==> config.mk <==
export PLATFORM = sky130hd
export DESIGN_NAME = motor_sequencer
export DESIGN_NICKNAME = d
export VERILOG_FILES = /design/src/rtl/motor_pkg.sv /design/src/rtl/tick_gen.sv /design/src/rtl/motor_sequencer.sv
export SDC_FILE = /design/constraint.sdc
export NUM_CORES = 1
export LEC_CHECK = 0
export ABC_AREA = 1
export CAP_MARGIN = 30
export CORE_ASPECT_RATIO = 2
export CORE_MARGIN = 2
export CORE_UTILIZATION = 40
export CTS_CLUSTER_SIZE = 24
export DETAILED_ROUTE_END_ITERATION = 12
export GPL_TIMING_DRIVEN = 1
export PLACE_DENSITY_LB_ADDON = 0.12
export SETUP_SLACK_MARGIN = 0.3
export SLEW_MARGIN = 20
export SYNTH_ARGS = -nofsm -noshare
export SYNTH_HDL_FRONTEND = slang
export SYNTH_SLANG_ARGS = --single-unit
==> constraint.sdc <==
create_clock -name clk -period 8.5 [get_ports clk]
set_clock_uncertainty 0.05 [all_clocks]
set_input_delay 1.7 -clock clk [delete_from_list [all_inputs] [get_ports clk]]
set_output_delay 1.7 -clock clk [all_outputs]
set_load 0.05 [all_outputs]
==> src/rtl/motor_pkg.sv <==
// Shared keyboard codes, drive polarity and sequencer state encoding for the
// multi-channel motor sequencer.
package motor_pkg;

  localparam logic [7:0] KEY_CH0 = 8'h1d;
  localparam logic [7:0] KEY_ALL = 8'h15;

  localparam logic MOTOR_ON  = 1'b0;
  localparam logic MOTOR_OFF = 1'b1;

  typedef enum logic [1:0] {
    IDLE    = 2'd0,
    MANUAL  = 2'd1,
    PATTERN = 2'd2,
    DONE    = 2'd3
  } state_t;

endpackage

==> src/rtl/tick_gen.sv <==
// Free-running prescaler: one-cycle tick every CLK_DIV clocks, restartable
// with clr so the next interval is a full CLK_DIV long.
module tick_gen #(
  parameter int CLK_DIV = 2700000
) (
  input  logic clk,
  input  logic rst_n,
  input  logic clr,
  output logic tick
);

  localparam int CW = (CLK_DIV > 1) ? $clog2(CLK_DIV) : 1;
  localparam logic [CW-1:0] LAST = CW'(CLK_DIV - 1);

  logic [CW-1:0] count;

  always_ff @(posedge clk or negedge rst_n) begin
    if (!rst_n) begin
      count <= '0;
    end else if (clr || count == LAST) begin
      count <= '0;
    end else begin
      count <= count + 1'b1;
    end
  end

  assign tick = (count == LAST);

endmodule

==> src/rtl/motor_sequencer.sv <==
// N-channel motor sequencer: manual drive from held scancodes, or a
// tick-timed, phase-staggered on/off pattern started by a rising `released`.
module motor_sequencer
  import motor_pkg::*;
#(
  parameter int NUM_MOTORS = 3,
  parameter int CLK_DIV    = 2700000,
  parameter int PERIOD     = 20,
  parameter int ON_START   = 11,
  parameter int ON_END     = 19,
  parameter int PHASE_STEP = 0,
  parameter int REPEATS    = 3
) (
  input  logic                  clk,
  input  logic                  rst_n,
  input  logic [7:0]            data,
  input  logic                  released,
  input  logic [NUM_MOTORS-1:0] ch_en,
  output logic [NUM_MOTORS-1:0] motor_n,
  output logic                  busy,
  output logic                  done
);

  localparam int SW = $clog2(PERIOD);
  localparam int PW = (REPEATS > 0) ? $clog2(REPEATS + 1) : 1;
  localparam logic [SW-1:0] STEP_LAST   = SW'(PERIOD - 1);
  localparam logic [PW-1:0] PERIOD_LAST = PW'(REPEATS - 1);

  state_t          state, state_next;
  logic [SW-1:0]   step, step_next;
  logic [PW-1:0]   period, period_next;
  logic            released_q;
  logic            rise;
  logic            key_hit;
  logic            tick;
  logic            clr;
  logic [NUM_MOTORS-1:0] pat_on;
  logic [NUM_MOTORS-1:0] on_vec;
  logic [NUM_MOTORS-1:0] motor_next;

  assign rise    = released & ~released_q;
  assign key_hit = (data == KEY_CH0) || (data == KEY_ALL);

  tick_gen #(
    .CLK_DIV (CLK_DIV)
  ) u_tick (
    .clk   (clk),
    .rst_n (rst_n),
    .clr   (clr),
    .tick  (tick)
  );

  always_comb begin
    state_next  = state;
    step_next   = step;
    period_next = period;
    clr         = 1'b0;
    unique case (state)
      IDLE: begin
        if (rise) begin
          state_next = PATTERN;
        end else if (key_hit) begin
          state_next = MANUAL;
        end
      end
      MANUAL: begin
        if (rise) begin
          state_next = PATTERN;
        end else if (!key_hit) begin
          state_next = IDLE;
        end
      end
      PATTERN: begin
        // Abort wins over a tick arriving in the same cycle.
        if (!released) begin
          state_next = IDLE;
        end else if (tick) begin
          if (step == STEP_LAST) begin
            step_next = '0;
            if (period == PERIOD_LAST) begin
              state_next = DONE;
            end else begin
              period_next = period + 1'b1;
            end
          end else begin
            step_next = step + 1'b1;
          end
        end
      end
      DONE: begin
        state_next = IDLE;
      end
      default: begin
        state_next = IDLE;
      end
    endcase
    if (state_next == PATTERN && state != PATTERN) begin
      step_next   = '0;
      period_next = '0;
      clr         = 1'b1;
    end
  end

  // Per-channel phase: constant offset folded mod PERIOD at elaboration,
  // so the runtime wrap is a single compare-and-subtract.
  for (genvar i = 0; i < NUM_MOTORS; i++) begin : g_phase
    localparam int OFF = (i * PHASE_STEP) % PERIOD;
    logic [SW:0] sum;
    logic [SW:0] ph;
    assign sum = {1'b0, step_next} + (SW+1)'(OFF);
    assign ph  = (sum >= (SW+1)'(PERIOD)) ? sum - (SW+1)'(PERIOD) : sum;
    assign pat_on[i] = (ph >= (SW+1)'(ON_START)) && (ph <= (SW+1)'(ON_END));
  end

  always_comb begin
    on_vec = '0;
    unique case (state_next)
      MANUAL: begin
        if (data == KEY_ALL) begin
          on_vec = '1;
        end else begin
          on_vec[0] = 1'b1;
        end
      end
      PATTERN: on_vec = pat_on;
      default: on_vec = '0;
    endcase
    for (int i = 0; i < NUM_MOTORS; i++) begin
      motor_next[i] = (on_vec[i] && ch_en[i]) ? MOTOR_ON : MOTOR_OFF;
    end
  end

  always_ff @(posedge clk or negedge rst_n) begin
    if (!rst_n) begin
      state      <= IDLE;
      step       <= '0;
      period     <= '0;
      released_q <= 1'b0;
      motor_n    <= {NUM_MOTORS{MOTOR_OFF}};
      busy       <= 1'b0;
      done       <= 1'b0;
    end else begin
      state      <= state_next;
      step       <= step_next;
      period     <= period_next;
      released_q <= released;
      motor_n    <= motor_next;
      busy       <= (state_next == PATTERN);
      done       <= (state_next == DONE);
    end
  end

endmodule

After elaboration in Yosys (flattened, before gate mapping)
Index checks and enable logic that the tools add are counted. W data, S select, Z words.

Add/sub/neg operators: 4. $lt $le $gt $ge: 3. Equality and inequality tests: 13. Mux-type cells: 28. Bitwise logic cells: 2. Reductions and logical operators: 13.

Operators with widths (number): $mux W2 (15); $mux W5 (5); $add A22 B1 Y22 const B (1); $eq A22 B22 Y1 const B (1); $mux W22 (1); $eq A8 B5 Y1 const B (2); $eq A2 B2 Y1 const B (5); $pmux W2 S4 (1); $reduce_bool A2 Y1 (4); $ge A6 B4 Y1 const B (1); $le A6 B5 Y1 const B (1); $mux W6 (1); $pmux W3 S2 (1); $sub A5 B5 Y6 const B (1); $add A5 B1 Y5 const B (1); $eq A5 B5 Y1 const B (1); $ge A5 B5 Y1 const B (1); $logic_and A1 B1 Y1 (5); $reduce_and A5 Y1 (1); $eq A2 B1 Y1 const B (2); $mux W1 (4); $add A2 B1 Y2 const B (1); $logic_not A2 Y1 (1); $logic_or A1 B1 Y1 (2); 4 further kinds (4).

Bits in registers: 37. Input port bits: 14. Output and inout port bits: 5. Word-level logic and storage cells: 71.

Longest topological paths before layout
Gate-level depths: netlist of the first run.

Depth after elaboration: 16. Mapped depth: 30. Depth with buffers taken out: 30.

Hierarchy
From an unflattened synthesis of the first run, not the netlist that was laid out.

Cells, all modules: 331. Area total of the unflattened synthesis: 2413.6 um^2.

Modules (own cells, without submodules): tick_gen (times used 1, cells each 195, area an instance 1386.3 um^2, seq. area each 550.5 um^2); motor_sequencer (times used 1, cells each 136, area an instance 1027.2 um^2, seq. area each 379.1 um^2).

Worst setup path after synthesis of the first run
No wires, ideal clock.

Kind: input -> register. Start: in data[7]. End: reg motor_n[1]. Library setup time: 83 ps. Arrival: 4467 ps. Data required time: 8367 ps. Slack: 3901 ps. Cell stages on the path: 26. Buffers on the path: 0. Cell sequence: or3b_2 nor3b_1 nand4_1 o21ai_0 inv_1 ha_1 inv_1 nor2_1 inv_1 nand2_1 nor2_1 nand2_2 ha_1 inv_1 ha_1 inv_1 nand2_1 nand2_2 nand2_1 nand2_1 inv_1 nand2_1 nand2_1 nand3_2 nand2_1 nand3_1.

Longest elaborated chain between the ends: 15. Elaborated cells between the ends (all ways): 22. Classes of those cells: add/sub: 1; order compare: 3; eq/ne: 4; mux: 10; reduce/logical: 4.

RTL lines: start: declaration (RTL line motor_sequencer.sv:16) `input logic [7:0] data,`; $eq A8 B5 Y1 (RTL line motor_sequencer.sv:42) `assign key_hit = (data == KEY_CH0) || (data == KEY_ALL);`; $logic_or A1 B1 Y1 (*) (RTL line motor_sequencer.sv:42); $mux W2 (on tied branches) (RTL line motor_sequencer.sv:69, motor_sequencer.sv:62); $mux W2 (on tied branches) (RTL line motor_sequencer.sv:67, motor_sequencer.sv:60); $pmux W2 S4 (*) (RTL line motor_sequencer.sv:58) `unique case (state)`; named net state_next[0] (RTL line motor_sequencer.sv:29) `state_t state, state_next;`; $eq A2 B2 Y1 (RTL line motor_sequencer.sv:97, motor_sequencer.sv:117); $logic_and A1 B1 Y1 (RTL line motor_sequencer.sv:97) `if (state_next == PATTERN && state != PATTERN) begin`; $mux W5 (RTL line motor_sequencer.sv:97); $sub A5 B5 Y6 / $ge A5 B5 Y1 (equally long branches) (RTL line motor_sequencer.sv:111) `assign ph = (sum >= (SW+1)'(PERIOD)) ? sum - (SW+1)'(PERIOD) : sum;`; $mux W6 (RTL line motor_sequencer.sv:111); $ge A6 B4 Y1 / $le A6 B5 Y1 (equally long branches) (RTL line motor_sequencer.sv:112) `assign pat_on[i] = (ph >= (SW+1)'(ON_START)) && (ph <= (SW+1)'(ON_END));`; $logic_and A1 B1 Y1 (RTL line motor_sequencer.sv:112); $pmux W3 S2 (*) (RTL line motor_sequencer.sv:117) `unique case (state_next)`; $logic_and A1 B1 Y1 (*) (RTL line motor_sequencer.sv:129) `motor_next[i] = (on_vec[i] && ch_en[i]) ? MOTOR_ON : MOTOR_OFF;`; $mux W1 (*) (RTL line motor_sequencer.sv:129); named net motor_next[1] (RTL line motor_sequencer.sv:39) `logic [NUM_MOTORS-1:0] motor_next;`; end signal: assignment (RTL line motor_sequencer.sv:139) `motor_n <= {NUM_MOTORS{MOTOR_OFF}};`; end signal: assignment (RTL line motor_sequencer.sv:147) `motor_n <= motor_next;`; end: declaration (RTL line motor_sequencer.sv:19) `output logic [NUM_MOTORS-1:0] motor_n,`.

Mark *: on every way through the listed nets, which the timed path passes. The rest lies on a longest branch. A chain may end at the register's enable or synchronous reset.

Worst setup path in the final report of the first run
Start: in data[4]. End: reg motor_n[2].

Same word-level chain as after synthesis.

==> impl_metrics.toml, run 1 <==
[hold_path]
hold_start = "u_tick.count[0]"
hold_class = "reg2reg"
min_to = "u_tick.count[0]"
hold_path_depth = 1

[pwr]
net-switching-power_uw = 101
p_leak_uw = 0.00125
seqPwrFrac = 0.460
p_per_area_mw_per_mm2 = 164
combPwrFrac = 0.116
pwr-share-clk = 0.425
swShare = 0.239
vdd_drop_max_mv = 0.148
intPower_uw = 322

[route]
vias = 1779
wl_mm = 4.36
drt_iter0_drc = 70
antenna_left = 0
avgRoutedWirePerCell_um = 11.7
viasPerCell = 4.80
dr.pass1.iters = 4
drcViolationCount = 0

[placement]
portBuffers = 18
place_hpwl_mm = 3.33
placed_cells = 362
place.gp.congestion = 0.816
dpl-instance-area_mm2 = 0.00242

[grt]
grt_pass1_wl_mm = 7.75
gr-total-overflow = 0
grt_usage = 0.161
grt_pass1_vias = 1736
antenna_found_initial = 0
grt_max_degree = 38

[die]
core_mm2 = 0.00533
die_y_um = 108
die_x_um = 56.2
rows = 38
pin_count = 19
die_area_mm2 = 0.00608
start_util = 0.409

[logic_synthesis]
yosysSeqAreaShare = 0.427
synthCells = 286
syn_area_mm2 = 0.00218
synth.net_count = 309
synth_top_area_share = 0.391
yosysTopAreaCell = "dfrtp_1"
avgSynthCellArea_um2 = 7.61
yosysWarnings = 0
synthDistinctLibCells = 28
synth_seq_cells = 37
synth_area_leaders = "dfrtp_1 (39%), nand2_1 (8.6%), inv_1 (7.8%)"

[clock_tree]
cts_buffer_depth = 2
clk_latency_ns = 0.29
htree_levels = 2
postCtsHoldBufs = 0
cts_tree = "done"
post_cts_resize_count = 0
root_buffer = "clkbuf_8"
cts_setup_buffers = 0
cts.clk_slew.worst_paths_ns = 0.07
cts_buffers = 5
cts_sinks = 37

[worst_setup_path]
cp_max_fo = 7
critical_path_class = "in2reg"
reg2reg_slack_ns = 4.63
worstPathRequired_ns = 8.66
worst_r2r_path_depth = 27
worst_setup_path_end_kind = "register"
start_kind = "input pin"
r2r-start = "u_tick.count[14]"
r2r-end = "motor_n[2]"
critPathArrivalTime_ns = 5.22

[layout]
final_nets = 333
fillers = 522
diodes = 0
syn_to_final_growth_pct = 18.6
design_area_mm2 = 0.00258
drive_above_1_share = 0.129
stdcell_count = 371

[sta]
slew_viol_final = 0
slew_headroom = 0.672
max_freq_ghz = 0.198
finalSetupTns_ns = 0
worstMarginPinSlew_ns = 0.490
finalHoldViolations = 0
finalSetupViolations = 0
fin_crit_ns = 5.05
fin_crit_sh = 0.594
grt_setup_unrepaired = "no"

[status]
status = "complete, no violations"

[flow_run]
cap_viol_max_count = 0
[through the flow]
stage          worst slack, ns  total power, uW  hold slack, ns  utilization
5_1_grt                   3.01              444           0.445        0.484
3_5_place_dp              3.14              246           0.418        0.454
4_1_cts                   3.44              429           0.430        0.479
2_1_floorplan             3.90              227           0.383            -
6_report                  3.45              423           0.422        0.484
3_3_place_gp              3.20              245           0.408        0.454
[cells in the mapped netlist, drive strengths merged]
library cell	number
nand3	28
clkbuf	2
nand2	55
nor3	6
xnor2	1
a311oi	1
dfrtp	34
nand4	10
xor2	2
or3b	1
ha	9
and3	2
inv	48
clkinv	1
a21oi	15
o21a	1
nor3b	2
nor2	55
nand3b	1
dfstp	3
o21ai	9
[logic make-up (layout without fill, tap and decap cells)]
group / after synthesis / count (layout) / share of synthesized area
adders and majority gates: 9 / 9 / 0.0518
DFF: 37 / 37 / 0.427
and+or+nand+nor: 160 / 160 / 0.358
xor gates and xnor gates: 3 / 3 / 0.0121
AOI/OAI and AO/OA: 26 / 26 / 0.0627
buffers and inverters: 51 / 76 / 0.0880
[per-layer routing]
metal	track usage	part of all wire	wire length (um)
met5	0	0	0
met4	0.0459	0.014	60
met3	0.0323	0.022	94
met2	0.265	0.48	2070
met1	0.213	0.49	2130
[placed cells by master, fill, tap and decap left out]
master,n
nor2_2,8
clkinv_2,1
inv_2,3
nor2_1,45
or3b_2,1
inv_1,45
nand3_2,5
nand4_1,8
ha_1,9
a21oi_1,15
and3_1,2
nand4_2,2
o21ai_0,9
o21a_1,1
nor2_4,2
nand3_1,23
nor3_1,6
nand2_2,5
nor3b_2,1
buf_16,1
clkinv_1,1
xnor2_1,1
xor2_1,2
dfstp_2,3
bufinv_16,2
nand2_1,50
clkdlybuf4s50_1,17
nor3b_1,1
buf_2,1
dfrtp_1,34
clkbuf_8,5
nand3b_1,1
a311oi_1,1
[layout make-up]
class | instances | area [um2] | share of cell area
sequential | 37 | 930 | 0.360
inverter | 49 | 184 | 0.0713
multi-input combinational | 198 | 1050 | 0.409
clock buffer | 5 | 68.8 | 0.0267
clock inverter | 3 | 65.1 | 0.0252
tap | 60 | 75.1 | 0.0291
timing repair buffer | 19 | 203 | 0.0786
[sequential cells by signal, summed over array words and instances (netlist names)]
register / count
state: 2
period: 2
motor_n: 3
busy: 1
step: 5
released_q: 1
u_tick.count: 22
done: 1
[how the worst max path moves through the flow]
stage	startpoint	endpoint	cells after the start
after floorplan	data[7]	motor_n[1]	26
after global placement	data[4]	motor_n[1]	27
after detailed placement	data[4]	motor_n[2]	27
after CTS	data[4]	motor_n[2]	27
after global routing	data[4]	motor_n[2]	25
final	data[4]	motor_n[2]	25
[power by group through the flow]
stage	combinational (uW)	clock (uW)	sequential [uW]
6_report	48.9	180	195
5_1_grt	56.1	192	196
4_1_cts	48.6	186	195
3_5_place_dp	48.4	0	198
3_3_place_gp	47.0	0	198
2_1_floorplan	29.1	0	198
[worst max-delay path, stage by stage]
cell and delay, ns:
clkdlybuf4s50_1 0.44, or3b_2 0.43, nor3b_1 0.27, nand4_1 0.10, o21ai_0 0.19, inv_1 0.09, ha_1 0.22, inv_1 0.08
nor2_1 0.05, inv_1 0.19, nand2_1 0.10, nor2_1 0.13, nand2_2 0.09, ha_1 0.18, inv_1 0.05, ha_1 0.13
inv_1 0.05, nand2_1 0.13, nand2_2 0.08, nor2_1 0.16, nor2_1 0.06, nand2_1 0.07, nand3_2 0.07, nand2_1 0.08
nand3_1 0.07
Note: power is estimated with default switching activity, not from simulation.
==> run 2, diff against run 1 <==
clock period = 5.3 ns   (was 8.5 ns; I/O delays follow)
==> run 2 against run 1 <==
Net effect:
- cell count is the same
- design area fell by 1.8%
- sequential share of layout area grew 0.68 points
- combinational power increased by 59%
- worst setup slack worse by 2.6 ns
- clock-buffer cell count unchanged
==> impl_metrics.toml, run 2 (same netlist as run 1, synthesis figures left out) <==
[status]
status = "complete, no violations"

[worst_setup_path]
path_delay_family = "simple AND/OR/NAND/NOR gates"
critical_path_class = "in2reg"
cp_max_fo = 7
worst_setup_path_end_kind = "register"
max_stage_delay_ns = 0.45
critPathArrivalTime_ns = 4.62
crit_slowest_cell = "clkdlybuf4s50_1"
start_kind = "input pin"
worstPathRequired_ns = 5.47
cp.buffers_inverters = 6
path_common_cell = "inv_1"

[die]
pin_count = 19
die_y_um = 108
die_area_mm2 = 0.00608
core_mm2 = 0.00533
rows = 38
start_util = 0.409
die_x_um = 56.2

[layout]
final_nets = 333
top_register = "u_tick.count"
syn_to_final_growth_pct = 16.4
top_regs = "u_tick.count (22), step (5), motor_n (3)"
final_cell_mix = "nand2_1 (50), nor2_1 (45), inv_1 (45)"
largest_reg_flops = 22
diodes = 0
layout.cells.most_common = "nand2_1"
drive_above_1_share = 0.129

[route]
drcViolationCount = 0
dr.pass1.iters = 4
antenna_left = 0
viasPerCell = 4.86
drt_iter0_drc = 67
avgRoutedWirePerCell_um = 11.7
vias = 1802
wl_mm = 4.36

[sta]
hold_slack_ns = 0.427
fin_crit_sh = 0.840
max_freq_ghz = 0.225
setup_slack_ns = 0.850
fin_crit_ns = 4.45
slew_viol_final = 0
finalSetupTns_ns = 0
grt_setup_unrepaired = "no"
worstMarginPinSlew_ns = 0.505
slew_headroom = 0.662
finalHoldViolations = 0
finalSetupViolations = 0

[clock_tree]
postCtsHoldBufs = 0
cts_buffer_depth = 2
cts.clk_slew.worst_paths_ns = 0.08
clk_latency_ns = 0.29
post_cts_resize_count = 0
cts_buffers = 5
cts_sinks = 37
htree_levels = 2
cts_tree = "done"
cts_setup_buffers = 0
root_buffer = "clkbuf_8"

[grt]
grt_pass1_vias = 1740
gr-total-overflow = 0
grt_pass1_wl_mm = 7.73
antenna_found_initial = 0
grt_usage = 0.160
grt_max_degree = 38

[placement]
portBuffers = 18
preCtsSetupSlack_ns = 0.505
place_hpwl_mm = 3.33
place.gp.congestion = 0.816

[pwr]
vdd_drop_max_mv = 0.191
p_leak_uw = 0.00123
p_per_area_mw_per_mm2 = 231

[flow_run]
cap_viol_max_count = 0

[hold_path]
hold_class = "reg2reg"
[run 2: routing by layer]
metal	up-vias	wire, um	GRT usage
met5	-	0	0
met4	0	54	0.0459
met3	5	114	0.0287
met2	22	2110	0.271
met1	820	2080	0.207
li1	955	-	-
[run 2: cell type report]
cell class / instances / area (um2)
inverters: 49 / 184
repair buffers: 19 / 203
clock inverters: 3 / 17.5
fillers: 546 / 2790
clock buffers: 5 / 68.8
multi-input cells: 198 / 1050
flip-flops and latches: 37 / 930
well taps: 60 / 75.1
[run 2: final timing paths]
check / start / end / cells after the start / slack (ns)
max reg2reg: u_tick.count[14] / motor_n[2] / 27 / 1.39
min reg2reg: u_tick.count[0] / u_tick.count[0] / 1 / 0.43
max: data[4] / motor_n[2] / 25 / 0.85
min: u_tick.count[0] / u_tick.count[0] / 1 / 0.43
min in group asynchronous: rst_n / u_tick.count[15] / 1 / 0.65
max in group asynchronous: rst_n / u_tick.count[5] / 2 / 4.11
[run 2: worst reg2reg max path, delay by kind of cell, from the launching register on]
family	cells	cell delay, ns
simple gates	17	1.83
buf+inv	6	0.57
fa+ha+maj	3	0.55
flops	1	0.45
compound gates	1	0.39
[run 2: through the flow]
step,util,cells,area [um2],power [uW]
final,0.476,371,2530,586
after global routing,0.476,371,2530,621
after CTS,0.470,370,2500,595
after detailed placement,0.454,362,2420,394
after global placement,0.454,362,2420,393
after floorplan,-,286,2180,365
[run 2: where the power goes]
| part | total [uW] | switching [uW] | internal [uW] |
|---|---|---|---|
| sequential | 312 | 12.3 | 300 |
| combinational | 77.9 | 48.2 | 29.8 |
| clock | 196 | 105 | 90.8 |
